`src/rtl/status_serial_rx_pkg.sv`:
```
// Shared definitions for the alarm status link (receiver and transmitter side):
// status-word field positions, default frame width and receiver FSM encodings.
package status_serial_rx_pkg;

    // Status word field bit indices
    localparam int unsigned ST_ARMED = 3;
    localparam int unsigned ST_ALARM = 2;
    localparam int unsigned ST_S1    = 1;
    localparam int unsigned ST_S2    = 0;

    // Default payload width and link watchdog limit
    localparam int unsigned MSG_W_DEF    = 4;
    localparam int unsigned WDOG_MAX_DEF = 16;

    // Receiver FSM encodings
    typedef enum logic {
        RX_IDLE  = 1'b0,
        RX_SHIFT = 1'b1
    } rx_state_e;

endpackage

```
`src/rtl/serial_shift_in.sv`:
```
// MSG_W-bit MSB-first shift register with a saturating bit counter.
// load_i restarts a frame with the current bit, shift_i appends the current bit.
module serial_shift_in #(
    parameter int unsigned MSG_W = 4,
    parameter int unsigned CNT_W = 3
) (
    input  logic             clk,
    input  logic             rst_n,
    input  logic             load_i,
    input  logic             shift_i,
    input  logic             bit_i,
    output logic [MSG_W-1:0] data_o,
    output logic [CNT_W-1:0] cnt_o
);

    localparam logic [CNT_W-1:0] CNT_MAX = CNT_W'(MSG_W);

    logic [MSG_W-1:0] data_q, data_d;
    logic [CNT_W-1:0] cnt_q, cnt_d;

    // Next shift contents and bit count; load wins over shift
    always_comb begin
        // NOTE: every combinational output gets a default first so no path leaves it unassigned (no latch).
        data_d = data_q;
        cnt_d  = cnt_q;
        if (load_i) begin
            data_d = {{(MSG_W-1){1'b0}}, bit_i};
            cnt_d  = CNT_W'(1);
        end else if (shift_i) begin
            data_d = {data_q[MSG_W-2:0], bit_i};
            if (cnt_q != CNT_MAX) begin
                cnt_d = cnt_q + CNT_W'(1);
            end
        end
    end

    // Shift register and counter state
    always_ff @(posedge clk or negedge rst_n) begin
        // NOTE: the shift register is plain flops, not a memory, so it is reset along with the counter.
        if (!rst_n) begin
            data_q <= '0;
            cnt_q  <= '0;
        end else begin
            // NOTE: non-blocking assignments so every flop samples pre-edge values.
            data_q <= data_d;
            cnt_q  <= cnt_d;
        end
    end

    assign data_o = data_q;
    assign cnt_o  = cnt_q;

endmodule

```
`src/rtl/status_serial_rx.sv`:
```
// Keypad-side receiver for the alarm serial status link. Deserialises
// STATUS_SEND/STATUS_OUT frames into the registered status word
// {ARMED, ALARM, SENSOR1, SENSOR2}, rejects ALARM-without-ARMED frames and
// truncated frames, and reports link health on LINK_OK.
// Optional feature: define LINK_WATCHDOG_EN to drop LINK_OK and force the
// fail-safe status 4'b0100 after WDOG_MAX cycles without a valid frame.
module status_serial_rx
    import status_serial_rx_pkg::*;
#(
    parameter int unsigned MSG_W = MSG_W_DEF
`ifdef LINK_WATCHDOG_EN
    ,
    parameter int unsigned WDOG_MAX = WDOG_MAX_DEF
`endif
) (
    input  logic             CLK,
    input  logic             RST_N,
    input  logic             STATUS_SEND,
    input  logic             STATUS_OUT,
    output logic [MSG_W-1:0] STATUS,
    output logic             FRAME_VALID,
    output logic             FRAME_ERR,
    output logic             LINK_OK
);

    localparam int unsigned      CNT_W    = $clog2(MSG_W) + 1;
    localparam logic [CNT_W-1:0] CNT_FULL = CNT_W'(MSG_W);

    rx_state_e        state_q, state_d;
    logic [MSG_W-1:0] status_q, status_d;
    logic             frame_valid_q, frame_valid_d;
    logic             frame_err_q, frame_err_d;
    logic             link_ok_q, link_ok_d;

    logic             sr_load, sr_shift;
    logic [MSG_W-1:0] sr_data;
    logic [CNT_W-1:0] sr_cnt;
    logic             frame_done;
    logic             frame_legal;

    serial_shift_in #(
        .MSG_W (MSG_W),
        .CNT_W (CNT_W)
    ) u_shift_in (
        .clk     (CLK),
        .rst_n   (RST_N),
        .load_i  (sr_load),
        .shift_i (sr_shift),
        .bit_i   (STATUS_OUT),
        .data_o  (sr_data),
        .cnt_o   (sr_cnt)
    );

    // A full frame sits in the shift register for one cycle before it is judged
    assign frame_done  = (state_q == RX_SHIFT) && (sr_cnt == CNT_FULL);
    // An alarm is only meaningful while the system is armed
    assign frame_legal = !(sr_data[ST_ALARM] && !sr_data[ST_ARMED]);

`ifdef LINK_WATCHDOG_EN
    localparam int unsigned      WD_W     = $clog2(WDOG_MAX + 1);
    localparam logic [WD_W-1:0]  WD_FULL  = WD_W'(WDOG_MAX);
    localparam logic [MSG_W-1:0] FAILSAFE = MSG_W'(1) << ST_ALARM;

    logic [WD_W-1:0] wd_cnt_q, wd_cnt_d;
`endif

    // Receive FSM: next state, shift control, status update and pulses
    always_comb begin
        state_d       = state_q;
        status_d      = status_q;
        frame_valid_d = 1'b0;
        frame_err_d   = 1'b0;
        link_ok_d     = link_ok_q;
        sr_load       = 1'b0;
        sr_shift      = 1'b0;

        case (state_q)
            RX_IDLE: begin
                if (STATUS_SEND) begin
                    sr_load = 1'b1;
                    state_d = RX_SHIFT;
                end
            end
            RX_SHIFT: begin
                if (frame_done) begin
                    // The finished frame is judged first; a coincident start begins the next one
                    if (frame_legal) begin
                        status_d      = sr_data;
                        frame_valid_d = 1'b1;
                        link_ok_d     = 1'b1;
                    end else begin
                        frame_err_d = 1'b1;
                    end
                    if (STATUS_SEND) begin
                        sr_load = 1'b1;
                    end else begin
                        state_d = RX_IDLE;
                    end
                end else if (STATUS_SEND) begin
                    // Truncated frame: drop it and restart on the new start bit
                    frame_err_d = 1'b1;
                    sr_load     = 1'b1;
                end else begin
                    sr_shift = 1'b1;
                end
            end
            default: state_d = RX_IDLE;
        endcase

`ifdef LINK_WATCHDOG_EN
        if (frame_valid_d) begin
            wd_cnt_d = '0;
        end else if (wd_cnt_q != WD_FULL) begin
            wd_cnt_d = wd_cnt_q + WD_W'(1);
        end else begin
            wd_cnt_d = wd_cnt_q;
        end
        // Silent link: show alarm and report link loss until a valid frame arrives
        if (!frame_valid_d && (wd_cnt_d == WD_FULL)) begin
            status_d  = FAILSAFE;
            link_ok_d = 1'b0;
        end
`endif
    end

    // FSM state and registered outputs
    always_ff @(posedge CLK or negedge RST_N) begin
        if (!RST_N) begin
            state_q       <= RX_IDLE;
            status_q      <= '0;
            frame_valid_q <= 1'b0;
            frame_err_q   <= 1'b0;
            link_ok_q     <= 1'b0;
        end else begin
            state_q       <= state_d;
            status_q      <= status_d;
            frame_valid_q <= frame_valid_d;
            frame_err_q   <= frame_err_d;
            link_ok_q     <= link_ok_d;
        end
    end

`ifdef LINK_WATCHDOG_EN
    // Link watchdog counter
    always_ff @(posedge CLK or negedge RST_N) begin
        if (!RST_N) begin
            wd_cnt_q <= '0;
        end else begin
            wd_cnt_q <= wd_cnt_d;
        end
    end
`endif

    assign STATUS      = status_q;
    assign FRAME_VALID = frame_valid_q;
    assign FRAME_ERR   = frame_err_q;
    assign LINK_OK     = link_ok_q;

endmodule

```
`config.mk`:
```
export PLATFORM = sky130hd
export DESIGN_NAME = status_serial_rx
export DESIGN_NICKNAME = d
export VERILOG_FILES = /design/src/rtl/status_serial_rx_pkg.sv /design/src/rtl/serial_shift_in.sv /design/src/rtl/status_serial_rx.sv
export SDC_FILE = /design/constraint.sdc
export NUM_CORES = 1
export LEC_CHECK = 0
export BUFFER_PORTS_ARGS = -buffer_cell sky130_fd_sc_hd__buf_2
export CAP_MARGIN = 20
export CORE_AREA = 4 4 43 45
export CTS_BUF_LIST = sky130_fd_sc_hd__clkbuf_4 sky130_fd_sc_hd__clkbuf_8 sky130_fd_sc_hd__clkbuf_16
export CTS_CLUSTER_DIAMETER = 100
export DETAILED_ROUTE_END_ITERATION = 10
export DIE_AREA = 0 0 47 49
export PLACE_DENSITY = 0.72
export SLEW_MARGIN = 10
export SYNTH_ARGS = -nofsm -noshare
export SYNTH_HDL_FRONTEND = slang
export SYNTH_SLANG_ARGS = --single-unit
```
`constraint.sdc`:
```
create_clock -name CLK -period 1.57 [get_ports CLK]
set_input_delay 0.2355 -clock CLK [delete_from_list [all_inputs] [get_ports CLK]]
set_output_delay 0.2355 -clock CLK [all_outputs]
set_load 0.005 [all_outputs]
```
==> Word level (Yosys, flattened, before mapping) <==
Cells that the tools add are included.
{ "word_totals": {"register_bits": 15, "input_bits": 4} }
{ "classes": {"addsub": 1, "n_bitwise": 2, "eq_ne": 2, "reduce_logical": 7, "n_mux": 17} }
{ "ops": {"columns": ["cell", "n"], "rows": [
  ["1-bit 2-to-1 mux", 11],
  ["3-bit 2-to-1 mux", 3],
  ["4-bit 2-to-1 mux", 2],
  ["2-bit nonzero test", 2],
  ["3-bit by 1-bit adder with 3-bit output, second input constant", 1],
  ["3-bit equality test, second input constant", 1],
  ["3-bit inequality test, second input constant", 1],
  ["3-bit AND reduction", 1],
  ["1-bit logical AND", 2],
  ["1-bit inverter", 2],
  ["1-bit one-hot mux with 2 select lines", 1],
  ["2-bit AND reduction", 1],
  ["1-bit logical NOT", 1]
]} }

==> Logic depth before layout (Yosys ltp) <==
Gate-level depths: netlist (run 1).
{ "logic_depth": {"word_depth": 6, "depth_mapped": 5, "mapped_depth_nobuf": 5} }

==> Cells and area by module <==
From an unflattened synthesis (run 1), not the netlist that was laid out.
{ "unflattened": {"cells_unflattened": 54, "hier_area_um2": 714.4} }
{ "by_module_without_submodules": {"columns": ["module", "n_inst", "cells_per_inst", "area_per_inst_um2", "seq_area_each_um2"], "rows": [
  ["serial_shift_in", 1, 31, 375.4, 175.2],
  ["status_serial_rx", 1, 23, 339.1, 200.2]
]} }

==> Worst setup path after synthesis (run 1) <==
Ideal clock, no wire load.
{ "synth_path": {"path_kind": "reg-to-reg", "start": "register u_shift_in.cnt_q[0], in the netlist u_shift_in.cnt_o[0]", "end": "register u_shift_in.data_q[0], in the netlist u_shift_in.data_o[0]", "stages_incl_launch_ff": 6, "arrival_time_ps": 1387, "period_less_slack_ps": 1512, "setup_slack_ps": 58, "t_required_ps": 1445, "cell_sequence": "dfrtp_1 > inv_1 > ha_1 > a21boi_4 > or2_4 > mux2_4"} }
{ "synth_between": {"elab_chain_len": 5} }
{ "synth_rtl": {"columns": ["element", "line_no", "text"], "rows": [
  ["start: declaration", "serial_shift_in.sv:19", "logic [CNT_W-1:0] cnt_q, cnt_d;"],
  ["start signal: assignment", "serial_shift_in.sv:46", "cnt_q <= cnt_d;"],
  ["3-bit equality test", "status_serial_rx.sv:55", "assign frame_done = (state_q == RX_SHIFT) && (sr_cnt == CNT_FULL);"],
  ["1-bit logical AND", "status_serial_rx.sv:55", null],
  ["1-bit 2-to-1 mux", "status_serial_rx.sv:85", "if (frame_done) begin"],
  ["1-bit 2-to-1 mux", "status_serial_rx.sv:77", "case (state_q)"],
  ["2-bit nonzero test (no line)", null, null],
  ["end signal: assignment", "serial_shift_in.sv:45", "data_q <= data_d;"],
  ["end: declaration", "serial_shift_in.sv:18", "logic [MSG_W-1:0] data_q, data_d;"]
]} }
Every way passes these cells.
A chain may end at the register's enable or synchronous reset.

==> Final worst setup path (run 1) <==
{ "layout_path": {"start": "register u_shift_in.cnt_q[1], in the netlist u_shift_in.cnt_o[1]", "end": "register u_shift_in.data_q[0], in the netlist u_shift_in.data_o[0]"} }
The elaborated chain is that of the path after synthesis.

==> summary by stage, run 1 <==
Floorplanning
The initial cell density of the core is 0.438. The I/O pin count is 11. The die covers between 2000 and 2500 µm². The width of the die is around 47 µm. The die outline height is roughly 50 µm.

The number of placement rows is 14. The region available for standard cell placement spans roughly 1500 µm².

STA
Hold is met by 0.182 ns. Headroom to the max-slew limit came out at 0.781. Setup violations remaining at the end of the flow were counted as 0.

The final hold violation count came to 0. The number of pins exceeding their max-slew limit in the final report is 0. For this run, the top clock speed supported by timing is 671 MHz. The post-route setup TNS is 0 ns. The clock period minus worst slack is around 1.5 ns. The final critical-path share of the clock period is 0.949.

The clock skew is around 0.0029 ns. The transition at the pin with the smallest max-transition slack is 0.328 ns. Setup repair after global routing left no endpoint under its margin.

Placement
The HPWL after detailed placement is approximately 790 µm. The final weighted congestion of routability-driven global placement is between 0.6 and 0.7. The cell area reported after detailed placement is roughly 740 µm². The count of input and output buffers is 10.

Clock tree
The clock tree root buffer cell is sky130_fd_sc_hd__clkbuf_4. Clock latency on the worst-skew pair, taken at its later pin, is roughly 0.28 ns. TritonCTS built the clock tree. The deepest clock path buffer count is 2. The number of setup buffers added after CTS is 0. In this run the number of H-tree levels came out at 1.

After clock tree synthesis, the clock-pin slew on the worst setup and hold paths is 0.09 ns. Buffers inserted during clock tree synthesis total 3. The clock sink count is 15.

Final layout
In the final layout, the multi-input gates occupy approximately 250 µm². The cell area after layout is 786 µm². The area taken by flip-flops and latches is between 300 and 400 µm². The number of fill cells in the layout is 146. For this run, the post-layout net count is 76. In the final layout, the share of cells above drive strength 1 is 0.391. 0 antenna diodes ended up in the layout. The post-synthesis to final-layout area growth is 21.9%.

Setup path
The worst setup path is of the register to register kind. For this design, the slowest cell found on the critical path is sky130_fd_sc_hd__dfrtp_1. In this design, the stage delay of the slowest critical-path cell is ~0.37 ns. The dominant delay contributor by cell family on the critical path is flip-flops.

The signal on the critical path passes through inv_1, ha_1, buf_4, a21boi_4, or2_4, mux2_4. The type of element capturing the critical path is a register. The buffers plus inverters on the worst setup path is 2. In this run the critical register-to-register path is captured at u_shift_in.data_o[0]. The flop-to-flop setup slack is between 0.08 and 0.09 ns. The data required time of the critical path is about 1.7 ns. Along the worst path, the maximum fanout reaches 3. In this run the number of cells on the critical path is 6. The arrival time of the worst setup path is ~1.7 ns. The critical path ends at u_shift_in.data_o[0]. The worst setup path is launched from a register. The path depth of the worst reg2reg path is 6. The worst register-to-register path begins at u_shift_in.cnt_o[1]. The worst setup path startpoint is u_shift_in.cnt_o[1].

Synth
For this run, the number of Yosys warnings is 0. The share of the yosys chip area belonging to registers is 0.583. The combined area of all synthesized cells is 644 µm². The number of flops mapped to enable cells by yosys is 0. sky130_fd_sc_hd__dfrtp_1 is the most common cell in the netlist. The share of synthesized area in the top cell type comes to 0.583. A synthesized cell averages roughly 13 µm². The share of flip-flops with an asynchronous set or reset is 1.00.

The synthesis-stage register bit count is 15. The post-synthesis cell type with the largest combined area is sky130_fd_sc_hd__dfrtp_1. Synthesis produced a netlist whose cell count is about 50. The number of nets handed over by synthesis was 57. In the synthesized netlist the dominant register cell turns out to be sky130_fd_sc_hd__dfrtp_1. The commonest cells after synthesis are sky130_fd_sc_hd__dfrtp_1 (15), sky130_fd_sc_hd__nor2_1 (6), sky130_fd_sc_hd__inv_1 (4), sky130_fd_sc_hd__mux2i_1 (4), sky130_fd_sc_hd__a21oi_1 (3).

The count of unique library cells instantiated by Yosys is 22. Yosys attributes the largest share of cell area to sky130_fd_sc_hd__dfrtp_1 (58%), sky130_fd_sc_hd__mux2i_1 (6.2%), sky130_fd_sc_hd__ha_1 (3.9%), sky130_fd_sc_hd__mux2_2 (3.5%), sky130_fd_sc_hd__nor2_1 (3.5%).

Run status
The run finished with clean final reports.

Detailed routing
The iteration count of the initial detailed-routing pass is 2. After detailed routing, the number of remaining DRC violations is 0. After detailed routing, the average wire length per cell comes to between 10 and 15 µm. For this block, the initial DRC count from the detailed router was 1. The mean number of vias per cell is around 5. Wires add up to between 1 and 1.5 mm. The post-route antenna net violation count is 0. Summing over every cut layer, the via total after detailed routing is 423.

GRT
The remaining global-route overflow is 0. The first-pass GRT wire length is a little under 2 mm. The via count of the first global-routing pass is 442.

The number of antenna violations at the first check in global routing came to 0. Entering global routing, the biggest net connects 16 pins. For this run, the total global-route usage over all layers was measured as 0.119.

Min path
The path category of the worst min-delay check is input port to register.

Flow run
The number of maximum-capacitance violations is 0.

Pwr
In this run the static leakage power is between 0.4 and 0.5 nW. VDD sags by at most approximately 0.62 mV. In this run the power density over the cells is between 1500 and 2000 nW/µm². The total design power is between 0.001 and 0.0015 W.
==> sequential cells by signal (all words and copies together) (netlist names) <==
name               cells
LINK_OK                1
u_shift_in.cnt_o       3
u_shift_in.data_o      4
STATUS                 4
FRAME_ERR              1
state_q                1
FRAME_VALID            1
==> layout by cell type (no fill, tap or decap), types with 2 or more instances in the layout <==
cell	synthesis	layout
sky130_fd_sc_hd__ha_1	2	2
sky130_fd_sc_hd__inv_1	4	4
sky130_fd_sc_hd__nor2_1	6	6
sky130_fd_sc_hd__buf_4	0	3
sky130_fd_sc_hd__mux2_2	2	2
sky130_fd_sc_hd__a21oi_1	3	3
sky130_fd_sc_hd__mux2i_1	4	4
sky130_fd_sc_hd__buf_2	1	10
sky130_fd_sc_hd__dfrtp_1	15	15
sky130_fd_sc_hd__clkbuf_4	0	3
==> final cells by class <==
| cell class | count | share of cell area |
|---|---|---|
| flip-flops and latches | 15 | 0.478 |
| clock inverters | 1 | 0.00637 |
| repair buffers | 15 | 0.119 |
| well taps | 16 | 0.0255 |
| multi-input cells | 31 | 0.323 |
| clock buffers | 3 | 0.0287 |
| inverters | 4 | 0.0191 |
==> how the worst min path moves through the flow <==
stage	from	to	slack (ns)	depth (start not counted)
after floorplan	RST_N	FRAME_ERR	-0.06	0
after global placement	RST_N	STATUS[2]	0.15	1
after detailed placement	RST_N	STATUS[2]	0.16	1
after CTS	STATUS_OUT	u_shift_in.data_o[0]	0.17	2
after global routing	STATUS_OUT	u_shift_in.data_o[0]	0.18	2
final	STATUS_OUT	u_shift_in.data_o[0]	0.18	2
==> cells by family after synthesis <==
kind of cell | Yosys count | share of synthesized area
AO/OA/AOI/OAI | 7 | 0.0990
XOR/XNOR | 1 | 0.0136
adder cells (fa/ha/maj) | 2 | 0.0388
AND/OR/NAND/NOR | 14 | 0.115
multiplexers | 7 | 0.120
flip-flops | 15 | 0.583
buffers and inverters | 5 | 0.0311
==> routing by layer <==
layer	vias to the layer above	global-route usage	share of wire
met3	2	0.0221	0.045
met2	8	0.179	0.50
li1	205	-	-
met4	0	0.0691	0.013
met1	208	0.153	0.44
met5	-	0	0
==> stage by stage <==
| stage | util | std cells | worst slack [ns] |
|---|---|---|---|
| after floorplan | - | 51 | 0.0580 |
| after global placement | 0.503 | 80 | 0.140 |
| after detailed placement | 0.503 | 80 | 0.0888 |
| after CTS | 0.528 | 85 | 0.0765 |
| after global routing | 0.534 | 85 | 0.000396 |
| final | 0.534 | 85 | 0.0805 |
==> worst register-to-register path, delay by kind of cell (launching register included) <==
family	cells	cell delay, ns
mux	1	0.29
flops	1	0.37
simple gates	1	0.15
fa+ha+maj	1	0.20
compound gates	1	0.17
buf+inv	2	0.21
==> what timing repair did <==
| action | CTS | global route |
|---|---|---|
| hold buffers | 1 | 0 |
| endpoints found under the hold margin | 15 | 0 |
| setup endpoints to repair | 0 | 2 |
| gates resized for setup | 0 | 2 |
==> where the power goes <==
group / internal [W] / switching, W / total (W)
logic: 0.000234 / 0.000179 / 0.000413
registers: 0.000499 / 0.0000812 / 0.000580
clock network: 0.0000945 / 0.000122 / 0.000217
total: 0.000828 / 0.000382 / 0.00121
(Power assumes the default switching activity.)
==> inputs of run 2 (changes only) <==
Settings changed: PLACE_DENSITY 0.72 to default, PLACE_DENSITY_LB_ADDON from default to 0.15.
==> run 2 against run 1 <==
Effect of this change:
- clock power is essentially flat
- clock skew grew 0.00082 ns
- sequential power shrank 0.7%
- design area shrank 1.6%
- total power shrank 1.6%
- first-iteration DRC count grew to 4.0 times the previous value
- hold slack gained 0.0033 ns
- register-to-register slack gained 0.02 ns
- final cell count shrank 1.2%
- via count grew 0.47%
- global-route usage shrank 0.39 points
- critical path type unchanged
- critical endpoint unchanged
==> summary by stage, run 2 (synthesized netlist as in run 1, its figures left out) <==
STA
The number of pins exceeding their max-slew limit in the final report came to 0 (unchanged). The transition at the pin with the smallest max-transition slack was 0.329 ns (+0.00117 ns). The maximum clock frequency is 681 MHz (+1.5%).

Setup repair after global routing left no endpoint under its margin. The clock skew came to 0.00370 ns (+0.000824 ns). The final critical-path share of the clock period came to 0.935 (-0.0138).

The final hold violation count came to 0 (unchanged). The post-route setup TNS is 0 ns (unchanged). The clock period minus worst slack is 1.47 ns (-0.0217 ns). The number of setup violations in the final report is 0 (unchanged).

The worst slew slack as a fraction of its limit is 0.781 (-0.000783).

Floorplanning
The full die area is 2300 µm² (unchanged). The number of placement rows is 14 (unchanged). The I/O pin count is 11 (unchanged). The area of the placeable core is 1470 µm² (unchanged).

The initial cell density of the core was 0.438 (unchanged). The width of the die was 47 µm (unchanged). The die outline height is 49 µm (unchanged).

Setup path
The signal on the critical path passes through inv_1, ha_1, buf_4, a21boi_4, or2_4, mux2_4. The dominant delay contributor by cell family on the critical path is flip-flops. The data required time of the critical path is 1.74 ns (about the same). The setup path with the least slack is of type register to register.

Among all stages on the critical path, the largest delay is contributed by sky130_fd_sc_hd__dfrtp_1. The critical path launch point type is a register. The largest fanout on the critical path came to 3 (unchanged). STA classifies the critical path endpoint as a register. The flop-to-flop setup slack is 0.10 ns (+0.02 ns). The buffers plus inverters on the worst setup path is 2 (unchanged). The delay of the slowest cell on the worst path came to 0.37 ns (about the same). The arrival time of the worst setup path is 1.64 ns (-0.02 ns).

Detailed routing
The average wire length per cell after detail routing came to 12.6 µm (-1.1%). The post-route antenna net violation count is 0 (unchanged). The total number of vias is 425 (+0.47%).

The number of design rule violations left after detail routing was 0 (unchanged). The iteration count of the initial detailed-routing pass is 4 (+2). The total wirelength of the detailed-routed design is 1.06 mm (-2.3%). The count of routing violations after the opening detailed-route iteration is 4 (+3). The mean number of vias per cell is 5.06 (+1.7%).

Clock tree
The deepest clock path buffer count is 2 (unchanged). The clock transition at the registers of the reported paths is 0.09 ns (about the same). CTS placed an instance of sky130_fd_sc_hd__clkbuf_4 at the clock tree root. The CTS tree is built. The clock insertion delay at the later pin of the skew report is 0.28 ns (about the same). The maximum level of the CTS H-tree is 1 (unchanged). The clock sink count is 15 (unchanged).

The CTS buffer count is 3 (unchanged).

Run status
The run finished with clean final reports.

GRT
The number of antenna violations at the first check in global routing is 0 (unchanged). The remaining global-route overflow is 0 (unchanged). The via count of the first global-routing pass is 462 (+4.5%). The first-pass GRT wire length is 1.94 mm (unchanged). The pin count of the biggest net entering global routing is 16 (unchanged). The total routing usage reported by global routing is 0.115 (-0.00391).

Final layout
The final-stage net count is 75 (-1.3%). The number of non-filler instances in the completed layout came to 84 (-1.2%). The commonest non-fill, non-tap cell in the layout is sky130_fd_sc_hd__dfrtp_1. In the layout the commonest cells are sky130_fd_sc_hd__dfrtp_1 (15), sky130_fd_sc_hd__buf_2 (10), sky130_fd_sc_hd__nor2_1 (6). The post-synthesis to final-layout area growth is 20.0%. The fraction of layout instances using a drive strength above 1 came to 0.368 (-0.0237). The cell area after layout is 773 µm² (-1.6%). The number of fill cells in the layout is 142 (-2.7%). The number of inserted diodes is 0 (unchanged). The utilization after layout was 0.526 (-0.00850).

Pwr
The fraction of power spent switching nets came to 0.314 (-0.00144). The net switching power figure is 0.000374 W (-2.0%). The combinational share of power was 0.331 (-0.010). The sequential share of power is 0.484 (+0.004).

The cell leakage power is 0.417 nW (-1.1%). The worst vdd rail ir drop is 0.872 mV (+41%). The relative contribution of the clock network to total power is 0.185 (+0.006). The power density over cell area came to 1540 nW/µm² (about the same). The cell-internal power was 0.000816 W (-1.4%).

Placement
The count of input and output buffers is 10 (unchanged). The final weighted congestion of routability-driven global placement is 0.710 (+4.6%). The number of cells in the design after placement is 79 (-1.3%). The cell area reported after detailed placement is 732 µm² (-1.0%).

Flow run
The number of maximum-capacitance violations is 0 (unchanged).

Min path
The min-delay analysis places its worst path in the category input port to register.
==> run 2: changes by cell type in the layout (fill, tap and decap cells not counted), sizes merged <==
cell | previous run | this run
buf | 14 | 13
==> run 2: final timing paths <==
kind / end / start / cells past startpoint
max in group asynchronous: u_shift_in.data_o[0] / RST_N / 2
min reg2reg: LINK_OK / LINK_OK / 1
max: u_shift_in.data_o[0] / u_shift_in.cnt_o[1] / 6
min in group asynchronous: STATUS[2] / RST_N / 2
max reg2reg: u_shift_in.data_o[0] / u_shift_in.cnt_o[1] / 6
min: u_shift_in.data_o[0] / STATUS_OUT / 2
==> run 2: final cells by class <==
class                      instances  area, µm²  area share
timing repair buffer              14       86.3       0.112
tap                               16       20.0      0.0259
inverter                           4       15.0      0.0194
multi-input combinational         31        249       0.322
clock buffer                       3       22.5      0.0291
sequential                        15        375       0.485
clock inverter                     1       5.00     0.00647
==> run 2: power by group through the flow <==
stage	clock (W)	combinational (W)	sequential, W
floorplan	0	0.000234	0.000585
global placement	0	0.000385	0.000581
detailed placement	0	0.000387	0.000586
CTS	0.000233	0.000395	0.000578
global route	0.000244	0.000453	0.000599
finish	0.000220	0.000394	0.000576
==> run 2: metrics by stage <==
step           hold slack (ns)  setup WS (ns)  total power, W
2_1_floorplan          -0.0601         0.0580        0.000820
3_3_place_gp             0.153          0.128        0.000966
3_5_place_dp             0.157          0.112        0.000973
4_1_cts                  0.169         0.0913         0.00120
5_1_grt                  0.167        0.00852         0.00130
6_report                 0.185          0.102         0.00119
==> run 2: metal layers <==
layer,routed length (µm),vias to the layer above,track usage,part of all wire
li1,-,205,-,-
met1,499,209,0.163,0.47
met2,491,9,0.156,0.46
met3,60,2,0.0332,0.057
met4,8,0,0.0553,0.0076
met5,0,-,0,0
==> run 2: what timing repair did <==
item / CTS / global route
hold endpoints to repair: 15 / 0
endpoints found under the setup margin: 0 / 2
setup buffers: 0 / 0
gates resized for setup: 0 / 1
hold buffers: 1 / 0
==> run 2: worst register-to-register path, cell delays in order (launching register included) <==
cell                       delay, ns
sky130_fd_sc_hd__dfrtp_1        0.37
sky130_fd_sc_hd__inv_1          0.05
sky130_fd_sc_hd__ha_1           0.18
sky130_fd_sc_hd__buf_4          0.15
sky130_fd_sc_hd__a21boi_4       0.17
sky130_fd_sc_hd__or2_4          0.15
sky130_fd_sc_hd__mux2_4         0.29
==> inputs of run 3 (changes only) <==
Settings changed: PLACE_DENSITY from default to 0.77, PLACE_DENSITY_LB_ADDON 0.15 to default.
==> run 3 against run 2 <==
Effect of this change:
- hold slack improved by 0.0021 ns
- non-clock buffer count did not move
- fmax fell by 1.1%
- largest cell class unchanged
- largest power group unchanged
==> summary by stage, run 3 (synthesized netlist as in run 1, its figures left out) <==
Run status
The flow ran to the end, and the final reports show no timing, DRC or antenna violations.

Clock tree
The clock insertion delay at the later pin of the skew report is 0.28 ns (about the same). The clock transition at the registers of the reported paths was 0.09 ns (about the same). The CTS tree is built. The deepest clock path buffer count is 2 (unchanged). The maximum level of the CTS H-tree was 1 (unchanged).

The root buffer cell chosen for the clock tree is sky130_fd_sc_hd__clkbuf_4. The post-cts gate resize count came to 0 (unchanged). The quantity of hold-fixing buffers added after cts is 1 (unchanged). The clock sink count is 15 (unchanged). The CTS buffer count is 3 (unchanged).

The number of setup buffers added after CTS is 0 (unchanged).

Pwr
The cell-internal power is 0.000833 W (+2.1%). The fraction of power spent switching nets is 0.301 (-0.0138). The worst vdd rail ir drop is 0.768 mV (-12%). The cell leakage power came to 0.416 nW (-0.25%). The power density over cell area was 1540 nW/µm² (+0.22%). The sequential share of power is 0.482 (-0.002). The relative contribution of the clock network to total power came to 0.193 (+0.008).

The combinational share of power is 0.326 (-0.005). The net switching power figure is 0.000358 W (-4.3%). The total design power is 0.00119 W (about the same).

STA
The final hold violation count is 0 (unchanged). The tightest hold margin is 0.187 ns (+0.00213 ns). The transition at the pin with the smallest max-transition slack is 0.331 ns (+0.00207 ns). The clock period minus worst slack is 1.48 ns (+0.0158 ns). The setup slack of the critical path after layout is 0.0864 ns (-0.0158 ns). The final critical-path share of the clock period is 0.945 (+0.0101). The worst slew slack as a fraction of its limit is 0.779 (-0.00138).

The maximum clock frequency is 674 MHz (-1.1%). The number of pins exceeding their max-slew limit in the final report came to 0 (unchanged). The post-route setup TNS is 0 ns (unchanged). The number of setup violations in the final report was 0 (unchanged).

Setup repair after global routing left no endpoint under its margin. The clock skew is 0.00607 ns (+0.00237 ns).

Final layout
The number of inserted diodes is 0 (unchanged). Leaving out fill and tap cells, the most frequent cell in the layout is sky130_fd_sc_hd__dfrtp_1. The number of non-filler instances in the completed layout is 84 (unchanged).

In the layout the commonest cells are sky130_fd_sc_hd__dfrtp_1 (15), sky130_fd_sc_hd__buf_2 (10), sky130_fd_sc_hd__nor2_1 (6). Compared with the post-synthesis result, the final layout area differs by 19.8%. The number of fill cells in the layout is 132 (-7.0%). The final-stage net count is 75 (unchanged). The fraction of layout instances using a drive strength above 1 came to 0.368 (unchanged).

Setup path
The cell with the largest stage delay on the worst path is sky130_fd_sc_hd__dfrtp_1. The largest fanout on the critical path is 7 (+4). The dominant delay contributor by cell family on the critical path is compound AO/OA/AOI/OAI gates.

The critical path launch point type is a register. The arrival time of the worst setup path is 1.66 ns (+0.02 ns). The type of element capturing the critical path is a register. The worst setup path is of the register to register kind. The delay of the slowest cell on the worst path is 0.37 ns (about the same). Walking the worst path, the cells encountered are inv_1, ha_1, buf_4, a21boi_4, buf_4, a21oi_1, a31o_2. The buffers plus inverters on the worst setup path is 3 (+1). The data required time of the critical path is 1.75 ns (about the same). In this design, the critical path's most frequently occurring cell is sky130_fd_sc_hd__buf_4.

Detailed routing
The iteration count of the initial detailed-routing pass is 3 (-1). The post-route antenna net violation count is 0 (unchanged). The number of design rule violations left after detail routing came to 0 (unchanged). The total wirelength of the detailed-routed design is 1.03 mm (-3.2%). The count of routing violations after the opening detailed-route iteration is 3 (-1). The mean number of vias per cell came to 4.83 (-4.5%). The average wire length per cell after detail routing is 12.2 µm (-3.2%). The total number of vias is 406 (-4.5%).

Floorplanning
The area of the placeable core came to 1470 µm² (unchanged). The I/O pin count is 11 (unchanged). The number of placement rows is 14 (unchanged). The full die area came to 2300 µm² (unchanged). The width of the die came to 47 µm (unchanged).

The initial cell density of the core is 0.438 (unchanged). The die outline height is 49 µm (unchanged).

Placement
The number of cells in the design after placement was 79 (unchanged). The count of input and output buffers is 10 (unchanged). The setup slack after placement was 0.0904 ns (-0.0214 ns).

The detailed placement HPWL is roughly 760 µm. The final weighted congestion of routability-driven global placement is 0.695 (-2.1%).

GRT
The remaining global-route overflow is 0 (unchanged). The number of antenna violations at the first check in global routing is 0 (unchanged). The total routing usage reported by global routing is 0.111 (-0.00436). The via count of the first global-routing pass came to 422 (-8.7%). The first-pass GRT wire length was 1.81 mm (-6.8%). The pin count of the biggest net entering global routing was 16 (unchanged).

Flow run
The number of maximum-capacitance violations was 0 (unchanged).

Min path
The min-delay analysis places its worst path in the category input port to register.
-- run 3: cell types whose count changed in the layout (fill, tap and decap cells not counted), sizes merged --
cell	previous run	this run
clkinv	1	0
clkbuf	3	4
-- run 3: power groups by stage --
stage / Sequential (W) / Clock, W / Combinational, W
after global placement: 0.000578 / 0 / 0.000383
after CTS: 0.000577 / 0.000237 / 0.000397
after floorplan: 0.000585 / 0 / 0.000234
final: 0.000574 / 0.000230 / 0.000388
after global routing: 0.000594 / 0.000260 / 0.000430
after detailed placement: 0.000585 / 0 / 0.000393
-- run 3: path summary, 6_finish.rpt --
path                                           from              endpoint  slack (ns)  cells past startpoint
worst max-delay path            u_shift_in.cnt_o[1]   u_shift_in.cnt_o[2]        0.09                      7
worst min-delay path                     STATUS_OUT  u_shift_in.data_o[0]        0.19                      2
worst max register to register  u_shift_in.cnt_o[1]   u_shift_in.cnt_o[2]        0.09                      7
worst min register to register              LINK_OK               LINK_OK        0.47                      1
max in group asynchronous                     RST_N               state_q        0.94                      2
min in group asynchronous                     RST_N   u_shift_in.cnt_o[0]        0.38                      2
-- run 3: cell type report --
class	instances	area, µm²	share of cell area
sequential	15	375	0.486
multi-input combinational	31	249	0.323
timing repair buffer	14	82.6	0.107
clock buffer	4	30.0	0.0389
tap	16	20.0	0.0259
inverter	4	15.0	0.0194
-- run 3: through the flow --
step / area, µm² / utilization
after floorplan: 644 / -
after CTS: 772 / 0.525
after detailed placement: 732 / 0.497
after global placement: 732 / 0.497
after global routing: 772 / 0.525
final: 772 / 0.525
-- run 3: routing by layer --
layer,routed length (µm),share of wire,global-route usage,up-vias
li1,-,-,-,201
met1,479,0.47,0.142,189
met2,471,0.46,0.154,12
met3,40,0.039,0.0258,4
met4,34,0.033,0.0829,0
met5,0,0,0,-
